### src/rtl/fpmul_rr_arbiter_if.sv
// Bundles the per-requester request/response channels and the shared multiplier port.
// The arbiter uses the slave modport; the driving environment uses master.
interface fpmul_rr_arbiter_if #(
  parameter int N_REQ = 4,
  parameter int DW    = 32
);
  logic [N_REQ-1:0]    req_valid;
  logic [N_REQ-1:0]    req_ready;
  logic [N_REQ*DW-1:0] req_a;
  logic [N_REQ*DW-1:0] req_b;
  logic [N_REQ-1:0]    rsp_valid;
  logic [N_REQ-1:0]    rsp_ready;
  logic [N_REQ*DW-1:0] rsp_data;
  logic [DW-1:0]       mul_a;
  logic [DW-1:0]       mul_b;
  logic [DW-1:0]       mul_z;

  modport slave (
    input  req_valid, req_a, req_b, rsp_ready, mul_z,
    output req_ready, rsp_valid, rsp_data, mul_a, mul_b
  );

  modport master (
    output req_valid, req_a, req_b, rsp_ready, mul_z,
    input  req_ready, rsp_valid, rsp_data, mul_a, mul_b
  );
endinterface

### src/rtl/fpmul_rr_arbiter.sv
// Round-robin sharing of one fixed-latency FP multiplier among N_REQ requesters.
// Define FPMUL_ARB_STATS_EN to add issue/stall counters and a per-capture trace line.
module fpmul_rr_arbiter #(
  parameter int N_REQ    = 4,
  parameter int DW       = 32,
  parameter int PIPE_LAT = 4
) (
  input  logic              clk,
  input  logic              rst,
  fpmul_rr_arbiter_if.slave bus
`ifdef FPMUL_ARB_STATS_EN
  ,
  output logic [31:0]       issue_cnt,
  output logic [31:0]       stall_cnt
`endif
);
  localparam int IW = (N_REQ > 1) ? $clog2(N_REQ) : 1;

  typedef enum logic [1:0] {ST_IDLE, ST_INFLIGHT, ST_HOLD} state_e;

  state_e              state_q [N_REQ];
  state_e              state_d [N_REQ];
  logic [IW-1:0]       last_gnt_q, last_gnt_d;
  logic [N_REQ-1:0]    rsp_valid_q, rsp_valid_d;
  logic [N_REQ*DW-1:0] rsp_data_q, rsp_data_d;
  logic [DW-1:0]       mul_a_q, mul_a_d;
  logic [DW-1:0]       mul_b_q, mul_b_d;
  logic [PIPE_LAT-1:0] tag_vld_q, tag_vld_d;
  logic [IW-1:0]       tag_idx_q [PIPE_LAT];
  logic [IW-1:0]       tag_idx_d [PIPE_LAT];

  logic [N_REQ-1:0]    eligible;
  logic [N_REQ-1:0]    req_ready;
  logic                gnt_vld;
  logic [IW-1:0]       gnt_idx;

  always_comb begin
    for (int i = 0; i < N_REQ; i++) begin
      eligible[i] = (state_q[i] == ST_IDLE) && bus.req_valid[i];
    end
  end

  // Scan starts just after the last winner, so the most recent winner has lowest priority.
  always_comb begin
    logic [IW-1:0] cand;
    // NOTE: every always_comb output gets a default first, otherwise a missed branch infers a latch.
    gnt_vld   = 1'b0;
    gnt_idx   = last_gnt_q;
    req_ready = '0;
    cand      = '0;
    for (int k = 1; k <= N_REQ; k++) begin
      cand = IW'((int'(last_gnt_q) + k) % N_REQ);
      if (!gnt_vld && eligible[cand]) begin
        gnt_vld = 1'b1;
        gnt_idx = cand;
      end
    end
    if (rst) gnt_vld = 1'b0;
    if (gnt_vld) req_ready[gnt_idx] = 1'b1;
  end

  always_comb begin
    logic [IW-1:0] cap_idx;
    state_d     = state_q;
    last_gnt_d  = last_gnt_q;
    rsp_valid_d = rsp_valid_q;
    rsp_data_d  = rsp_data_q;
    mul_a_d     = mul_a_q;
    mul_b_d     = mul_b_q;
    cap_idx     = tag_idx_q[PIPE_LAT-1];

    tag_vld_d[0] = gnt_vld;
    tag_idx_d[0] = gnt_idx;
    for (int s = 1; s < PIPE_LAT; s++) begin
      tag_vld_d[s] = tag_vld_q[s-1];
      tag_idx_d[s] = tag_idx_q[s-1];
    end

    for (int i = 0; i < N_REQ; i++) begin
      if (state_q[i] == ST_HOLD && bus.rsp_ready[i]) begin
        state_d[i]     = ST_IDLE;
        rsp_valid_d[i] = 1'b0;
      end
    end

    // The tag leaving the pipe lines up with mul_z for the op it describes.
    if (tag_vld_q[PIPE_LAT-1]) begin
      state_d[cap_idx]                  = ST_HOLD;
      rsp_valid_d[cap_idx]              = 1'b1;
      rsp_data_d[int'(cap_idx)*DW +: DW] = bus.mul_z;
    end

    if (gnt_vld) begin
      mul_a_d          = bus.req_a[int'(gnt_idx)*DW +: DW];
      mul_b_d          = bus.req_b[int'(gnt_idx)*DW +: DW];
      state_d[gnt_idx] = ST_INFLIGHT;
      last_gnt_d       = gnt_idx;
    end
  end

  // NOTE: state registers use non-blocking assignment so all flops update from pre-edge values.
  always_ff @(posedge clk) begin
    if (rst) begin
      for (int i = 0; i < N_REQ; i++) state_q[i] <= ST_IDLE;
      last_gnt_q  <= IW'(N_REQ - 1);
      rsp_valid_q <= '0;
      rsp_data_q  <= '0;
      mul_a_q     <= '0;
      mul_b_q     <= '0;
      tag_vld_q   <= '0;
    end else begin
      state_q     <= state_d;
      last_gnt_q  <= last_gnt_d;
      rsp_valid_q <= rsp_valid_d;
      rsp_data_q  <= rsp_data_d;
      mul_a_q     <= mul_a_d;
      mul_b_q     <= mul_b_d;
      tag_vld_q   <= tag_vld_d;
    end
  end

  // NOTE: tag indices are qualified by their valid bit, so this array needs no reset.
  always_ff @(posedge clk) begin
    tag_idx_q <= tag_idx_d;
  end

  assign bus.req_ready = req_ready;
  assign bus.rsp_valid = rsp_valid_q;
  assign bus.rsp_data  = rsp_data_q;
  assign bus.mul_a     = mul_a_q;
  assign bus.mul_b     = mul_b_q;

`ifdef FPMUL_ARB_STATS_EN
  logic [31:0] issue_cnt_q, issue_cnt_d;
  logic [31:0] stall_cnt_q, stall_cnt_d;
  logic [31:0] cyc_q, cyc_d;

  // A stall is any idle requester asking while someone else holds the grant.
  always_comb begin
    issue_cnt_d = issue_cnt_q + 32'(gnt_vld);
    stall_cnt_d = stall_cnt_q + 32'(|(eligible & ~req_ready));
    cyc_d       = cyc_q + 32'd1;
  end

  always_ff @(posedge clk) begin
    if (rst) begin
      issue_cnt_q <= '0;
      stall_cnt_q <= '0;
      cyc_q       <= '0;
    end else begin
      issue_cnt_q <= issue_cnt_d;
      stall_cnt_q <= stall_cnt_d;
      cyc_q       <= cyc_d;
    end
  end

  always_ff @(posedge clk) begin
    if (!rst && tag_vld_q[PIPE_LAT-1]) begin
      $display("fpmul_rr_arbiter: capture req %0d mul_z=%h (%f) cycle %0d",
               tag_idx_q[PIPE_LAT-1], bus.mul_z, $bitstoshortreal(bus.mul_z), cyc_q);
    end
  end

  assign issue_cnt = issue_cnt_q;
  assign stall_cnt = stall_cnt_q;
`endif
endmodule
### src/flat_wrapper.sv
// flat-port wrapper written by rule: the top's interface ports become plain ports
module fpmul_rr_arbiter_flat 
#(
  parameter int N_REQ    = 4,
  parameter int DW       = 32,
  parameter int PIPE_LAT = 4
)
  (clk, rst, bus_req_valid, bus_req_a, bus_req_b, bus_rsp_ready, bus_mul_z, bus_req_ready, bus_rsp_valid, bus_rsp_data, bus_mul_a, bus_mul_b);
  fpmul_rr_arbiter_if #(.N_REQ(N_REQ), .DW(DW)) bus_i ();
  input  logic clk;
  input  logic rst;
  input wire logic [$bits(bus_i.req_valid)-1:0] bus_req_valid;
  input wire logic [$bits(bus_i.req_a)-1:0] bus_req_a;
  input wire logic [$bits(bus_i.req_b)-1:0] bus_req_b;
  input wire logic [$bits(bus_i.rsp_ready)-1:0] bus_rsp_ready;
  input wire logic [$bits(bus_i.mul_z)-1:0] bus_mul_z;
  output wire logic [$bits(bus_i.req_ready)-1:0] bus_req_ready;
  output wire logic [$bits(bus_i.rsp_valid)-1:0] bus_rsp_valid;
  output wire logic [$bits(bus_i.rsp_data)-1:0] bus_rsp_data;
  output wire logic [$bits(bus_i.mul_a)-1:0] bus_mul_a;
  output wire logic [$bits(bus_i.mul_b)-1:0] bus_mul_b;
  assign bus_i.req_valid = bus_req_valid;
  assign bus_i.req_a = bus_req_a;
  assign bus_i.req_b = bus_req_b;
  assign bus_i.rsp_ready = bus_rsp_ready;
  assign bus_i.mul_z = bus_mul_z;
  assign bus_req_ready = bus_i.req_ready;
  assign bus_rsp_valid = bus_i.rsp_valid;
  assign bus_rsp_data = bus_i.rsp_data;
  assign bus_mul_a = bus_i.mul_a;
  assign bus_mul_b = bus_i.mul_b;
  fpmul_rr_arbiter #(.N_REQ(N_REQ), .DW(DW), .PIPE_LAT(PIPE_LAT)) u_core (.clk(clk), .rst(rst), .bus(bus_i));
endmodule
### config.mk
export PLATFORM = sky130hd
export DESIGN_NAME = fpmul_rr_arbiter_flat
export DESIGN_NICKNAME = d
export VERILOG_FILES = /design/src/rtl/fpmul_rr_arbiter_if.sv /design/src/rtl/fpmul_rr_arbiter.sv /design/src/flat_wrapper.sv
export SDC_FILE = /design/constraint.sdc
export NUM_CORES = 1
export LEC_CHECK = 0
export CORE_AREA = 3 3 195 197
export CTS_CLUSTER_SIZE = 40
export DETAILED_ROUTE_END_ITERATION = 10
export DIE_AREA = 0 0 198 200
export GPL_ROUTABILITY_DRIVEN = 0
export GPL_TIMING_DRIVEN = 0
export MAX_ROUTING_LAYER = met4
export RECOVER_POWER = 50
export SYNTH_ARGS = -nofsm -noshare
export SYNTH_HDL_FRONTEND = slang
export SYNTH_SLANG_ARGS = --single-unit
### constraint.sdc
create_clock -name clk -period 2.4 [get_ports clk]
set_input_delay 0.6 -clock clk [delete_from_list [all_inputs] [get_ports clk]]
set_output_delay 0.6 -clock clk [all_outputs]
set_load 0.05 [all_outputs]
## After elaboration in Yosys (flattened, before gate mapping)

Index checks and enable logic that the tools add are counted.

- $add $sub $neg: 5
- Order comparisons: 12
- Eq/ne operators: 4
- Shift-type cells: 4
- Muxes and demuxes: 38
- Bitwise gates (word level): 9
- Reductions and logical operators: 22

Operators by type and width:

| operator | count |
|---|---|
| 128-bit by 8-bit indexed part select with 32-bit output | 2 |
| 128-bit bitwise mux | 1 |
| 32-bit by 33-bit variable shift with 128-bit output, first input constant | 1 |
| 32-bit by 33-bit indexed part select with 128-bit output | 1 |
| 7-bit negator with 33-bit output | 1 |
| 2-bit two-way mux | 10 |
| 2-bit by 3-bit < comparator with 1-bit output, second input constant | 6 |
| 8-bit two-way mux | 2 |
| 1-bit logical AND | 15 |
| 1-bit two-way mux | 15 |
| 4-bit bitwise OR | 3 |
| 4-bit AND | 2 |
| 1-bit binary-select mux with 2-bit select | 4 |
| 2-bit demux with 2-bit select | 2 |
| 2-bit equality test, second input constant | 4 |
| 2-bit zero test | 4 |
| 4-bit two-way mux | 2 |
| 4-bit inverter | 2 |
| 3-bit greater-or-equal comparator, second input constant | 2 |
| 3-bit by 1-bit < comparator with 1-bit output, second input constant | 2 |
| 2-bit inverter with 3-bit output | 2 |
| 2-bit by 1-bit adder with 2-bit output, second input constant | 2 |
| 2-bit adder, second input constant | 2 |
| 1-bit demux with 2-bit select | 2 |
| other kinds (2) | 5 |

- Bits in registers: 218
- Input port bits: 298
- Output and inout port bits: 200
- Word-level logic and storage cells: 108

## Logic depth before layout (Yosys ltp)

- Depth in word-level cells: 22
- Mapped depth: 10
- Mapped depth without buffers: 7

## Worst setup path before layout

No wires, ideal clock.

- Path type: input-to-output
- Start point: input port bus_req_valid[2]
- End point: output port bus_req_ready[0]
- Arrival time: 2.391 ns
- Data required time: 1.800 ns
- Path slack: -0.591 ns
- Stages on the path: 7
- Buffers on the path: 2
- Path through: or3b_1 > a211oi_1 > o21a_1 > buf_4 > inv_2 > buf_2 > nor2_1

- Cells in the longest elaborated chain, start to end: 18
- Elaborated cells between the ends (all ways): 30
- Those cells by class: 2 x order compare; 20 x mux; 8 x reduce/logical

Ends and longest elaborated chain:

| item | line | RTL |
|---|---|---|
| from (decl) | flat_wrapper.sv:12 | `input wire logic [$bits(bus_i.req_valid)-1:0] bus_req_valid;` |
| 1-bit logical AND * | fpmul_rr_arbiter.sv:39 | `eligible[i] = (state_q[i] == ST_IDLE) && bus.req_valid[i];` |
| 1-bit binary-select mux with 2-bit select | fpmul_rr_arbiter.sv:53 | `if (!gnt_vld && eligible[cand]) begin` |
| 1-bit two-way mux (not written as such) | fpmul_rr_arbiter.sv:53 |  |
| 1-bit two-way mux | fpmul_rr_arbiter.sv:53 |  |
| 1-bit zero test | fpmul_rr_arbiter.sv:53 |  |
| 1-bit logical AND | fpmul_rr_arbiter.sv:53 |  |
| 1-bit two-way mux | fpmul_rr_arbiter.sv:53 |  |
| 1-bit zero test | fpmul_rr_arbiter.sv:53 |  |
| (+3 left out) | n/a |  |
| 1-bit logical AND | fpmul_rr_arbiter.sv:53 |  |
| 2-bit two-way mux * | fpmul_rr_arbiter.sv:53 |  |
| via u_core.gnt_idx[0] | fpmul_rr_arbiter.sv:35 | `logic [IW-1:0] gnt_idx;` |
| 2-bit by 3-bit < comparator with 1-bit output (not written as such) / 2-bit by 1-bit greater-or-equal comparator with 1-bit output (equally long branches) | fpmul_rr_arbiter.sv:59 | `if (gnt_vld) req_ready[gnt_idx] = 1'b1;` |
| 1-bit logical AND (not written as such) | fpmul_rr_arbiter.sv:59 |  |
| 1-bit two-way mux (not written as such) | fpmul_rr_arbiter.sv:59 |  |
| 1-bit demux with 2-bit select * | n/a |  |
| 4-bit two-way mux * | fpmul_rr_arbiter.sv:59 |  |
| to (decl) | flat_wrapper.sv:17 | `output wire logic [$bits(bus_i.req_ready)-1:0] bus_req_ready;` |

The timed path passes the listed nets; every way through them passes the cells marked *. The select of a mux whose other input is x is not followed.

## Final worst setup path

- Start point: register u_core.state_q[0] (netlist bit)
- End point: output port bus_req_ready[0]

- Cells in the longest elaborated chain, start to end: 19
- Elaborated cells between the ends (all ways): 31
- Those cells by class: 2 x order compare; 20 x mux; 9 x reduce/logical

Ends and longest elaborated chain:

| item | line | RTL |
|---|---|---|
| from (decl) | fpmul_rr_arbiter.sv:21 | `state_e state_q [N_REQ];` |
| from (signal assigned) | fpmul_rr_arbiter.sv:112 | `state_q <= state_d;` |
| 2-bit zero test * | fpmul_rr_arbiter.sv:39 |  |
| 1-bit logical AND * | fpmul_rr_arbiter.sv:39 |  |
| 1-bit binary-select mux with 2-bit select | fpmul_rr_arbiter.sv:53 |  |
| 1-bit two-way mux (not written as such) | fpmul_rr_arbiter.sv:53 |  |
| 1-bit two-way mux | fpmul_rr_arbiter.sv:53 |  |
| 1-bit zero test | fpmul_rr_arbiter.sv:53 |  |
| 1-bit logical AND | fpmul_rr_arbiter.sv:53 |  |
| 1-bit two-way mux | fpmul_rr_arbiter.sv:53 |  |
| (+3 left out) | n/a |  |
| 1-bit zero test | fpmul_rr_arbiter.sv:53 |  |
| 1-bit logical AND | fpmul_rr_arbiter.sv:53 |  |
| 2-bit two-way mux | fpmul_rr_arbiter.sv:53 |  |
| 2-bit by 3-bit < comparator with 1-bit output (not written as such) / 2-bit by 1-bit greater-or-equal comparator with 1-bit output (equally long branches) | fpmul_rr_arbiter.sv:59 |  |
| 1-bit logical AND (not written as such) | fpmul_rr_arbiter.sv:59 |  |
| 1-bit two-way mux (not written as such) | fpmul_rr_arbiter.sv:59 |  |
| 1-bit demux with 2-bit select | n/a |  |
| 4-bit two-way mux * | fpmul_rr_arbiter.sv:59 |  |

Mark *: on every way between the ends. The rest lies on a longest branch, timed or not. The select of a mux whose other input is x is not followed.

==> impl_metrics.py <==
metrics = {
    "cells_and_area": {
        "drive_above_1_share": 0.100,
        "nNetsFinal": 1965,
        "areaGrowthSynthToFinish_pct": 78.7,
        "finalNonFillerCells": 2154,
        "final_util": 0.441,
        "final_area_mm2": 0.0161,
    },
    "global_routing": {
        "grt_pass1_vias": 9932,
        "grt_antenna_before_repair": 6,
        "grt_max_degree": 15,
        "grt_pass1_wl_mm": 64.6,
        "grt-ovfl-total": 0,
        "track_usage": 0.222,
    },
    "cts": {
        "cts.path.max_buffers": 3,
        "cts_tree": "yes",
        "numCtsBuffers": 27,
        "ctsRootBufferMaster": "clkbuf_16",
        "clk_pin_slew_ns": 0.06,
        "h-tree-depth": 1,
        "clock_latency_ns": 0.54,
        "cts_sinks": 218,
    },
    "routing": {
        "drt_pass1_iterations": 5,
        "via_per_inst": 4.85,
        "first_iter_violations": 604,
        "wl_per_cell_um": 21.4,
        "drt_wl_total_mm": 46.1,
        "postRouteAntennaNets": 0,
        "post-route-drc-count": 0,
        "via_count": 10400,
    },
    "timing": {
        "finalSetupViolCount": 4,
        "drv_slew": 0,
        "post-route-period-util": 1.18,
        "min_period_ns": 2.83,
        "finalHoldViolCount": 0,
        "finalSetupTns_ns": -1.69,
        "max_slew.worst_pin.slew_ns": 0.668,
        "hold_slack_ns": 0.326,
        "final.setup.worst_slack_ns": -0.429,
        "skew_ns": 0.0144,
        "grt_setup_unrepaired": "true",
        "relSlewSlack": 0.554,
        "clock.fmax_ghz": 0.353,
    },
    "place": {
        "placed_area_mm2": 0.0147,
        "dp_cells": 2068,
        "place_ws_ns": -1.48,
        "portBuffers": 497,
        "hpwl_mm": 35.6,
    },
    "die": {
        "ios": 498,
        "die_h_um": 200,
        "placementRows": 70,
        "initial_core_util": 0.247,
        "die-area_mm2": 0.0396,
        "die-width_um": 198,
        "core_area_mm2": 0.0364,
    },
    "logic_synthesis": {
        "ys_seq_area_frac": 0.486,
        "synth_cells": 1103,
        "syn-cell-area_mm2": 0.00899,
        "synth_ff_type": "dfxtp_1",
        "synth_nets": 1409,
        "synth.ff_latch_count": 218,
        "yosys_warnings": 0,
        "synth-edff-count": 0,
        "syn-mean-instance-area_um2": 8.15,
        "ys_types": 31,
        "async_flop_share": 0,
    },
    "critical_path": {
        "slowest_delay_ns": 0.42,
        "cp.arrival_ns": 2.23,
        "worst-setup-path-type": "flip-flop to output pin",
        "worst-path-buf-inv": 2,
        "critPathTopFamily": "simple AND/OR/NAND/NOR gates",
        "startpoint_type": "flip-flop",
        "required_ns": 1.80,
        "crit_path_max_fanout": 8,
        "path_cells": "or3b_4, and2_4, a21oi_4, nand2_2, buf_12, nor2_4, buf_8",
        "cp_slowest_cell": "or3b_4",
        "cp-end-kind": "output pin",
    },
    "power_and_ir_drop": {
        "switching_power_mw": 5.25,
        "powerDensity_mw_per_mm2": 860,
        "comb_power_share": 0.395,
        "vdd_ir_drop_max_mv": 0.635,
        "p_sw_frac": 0.380,
        "p_total_mw": 13.8,
        "p_int_mw": 8.56,
        "leakagePower_nw": 6.62,
        "clock_power_share": 0.291,
        "pwr-share-seq": 0.313,
    },
    "outcome": {
        "violations": "setup timing",
        "status": "complete, but fails checks",
    },
    "hold_path": {
        "hold_class": "flip-flop to flip-flop",
    },
    "flow_run": {
        "max_cap_viol_count": 0,
    },
}
## worst paths after layout
check / start / endpoint / slack (ns) / cells after the start
max: u_core.state_q[0] / bus_req_ready[0] / -0.43 / 7
min: u_core.tag_idx_d[1] / u_core.tag_idx_q[1] / 0.33 / 0
max reg2reg: u_core.state_q[3] / u_core.bus.mul_a[26] / 0.07 / 11
min reg2reg: u_core.tag_idx_d[1] / u_core.tag_idx_q[1] / 0.33 / 0
## cells by family after synthesis
family / synth area share
adders and majority gates: 0.0111
DFF: 0.486
and+or+nand+nor: 0.191
buffers and inverters: 0.0529
AOI/OAI and AO/OA: 0.259
## area by class of cell
type	instances	area [um^2]
antenna	8	20.0
buffer	89	601
clock buffer	42	792
clock inverter	6	73.8
fill	3618	20400
inverter	9	41.3
multi-input combinational	786	4330
sequential	218	4380
tap	468	586
timing repair buffer	528	5230
## power groups by stage
| stage | sequential (mW) | combinational (mW) | clock [mW] |
|---|---|---|---|
| global route | 4.37 | 5.77 | 4.27 |
| global placement | 4.36 | 5.05 | 0 |
| detailed placement | 4.38 | 5.07 | 0 |
| floorplan | 5.56 | 1.82 | 0 |
| CTS | 4.32 | 5.37 | 4.13 |
| finish | 4.32 | 5.46 | 4.02 |
## cell usage in the layout, fill, tap and decap left out, drive strengths merged, types with 3 or more instances in the layout
| cell | synthesis | routed |
|---|---|---|
| nor2b | 3 | 3 |
| nor2 | 140 | 140 |
| a22oi | 130 | 130 |
| inv | 9 | 10 |
| clkdlybuf4s50 | 0 | 480 |
| dlymetal6s2s | 0 | 7 |
| clkinv | 0 | 4 |
| o21ai | 4 | 4 |
| dfxtp | 218 | 218 |
| a21oi | 134 | 134 |
| or3b | 3 | 3 |
| nand3b | 4 | 4 |
| nor4b | 5 | 5 |
| clkbuf | 56 | 100 |
| diode | 0 | 8 |
| dlygate4sd2 | 0 | 6 |
| a211o | 64 | 64 |
| nand2 | 271 | 271 |
| buf | 34 | 66 |
| a211oi | 6 | 6 |
| ha | 8 | 8 |
| nor3b | 3 | 3 |
## cells in the mapped netlist (all sizes together), types with 4 or more instances
cell type	number	area, um^2
a211o	64	561
a211oi	6	45.0
a21oi	134	678
a22oi	130	976
buf	34	231
clkbuf	56	210
dfxtp	218	4360
ha	8	100
inv	9	33.8
nand2	271	1020
nand3b	4	30.0
nor2	140	526
nor4b	5	50.0
o21ai	4	20.0
## routing by layer
layer / share of wire / up-vias / global-route usage
met1: 0.45 / 4994 / 0.302
met3: 0.063 / 73 / 0.0381
met4: 0.031 / 0 / 0.0734
met5: 0 / - / -
li1: - / 4971 / -
met2: 0.46 / 410 / 0.335
## state kept, by name, indices dropped and copies added, names as in the netlist
register              count
u_core.bus.mul_a         32
u_core.bus.mul_b         32
u_core.bus.rsp_data     128
u_core.bus.rsp_valid      4
u_core.last_gnt_q         2
u_core.state_q            8
u_core.tag_idx_d          6
u_core.tag_idx_q          2
u_core.tag_vld_q          4
## repair_timing
item,in CTS,in global routing
resized for setup,84,48
setup buffers,21,10
hold buffers,0,0
setup endpoints to repair,189,178
pin swaps,9,14
(Power assumes the default switching activity.)
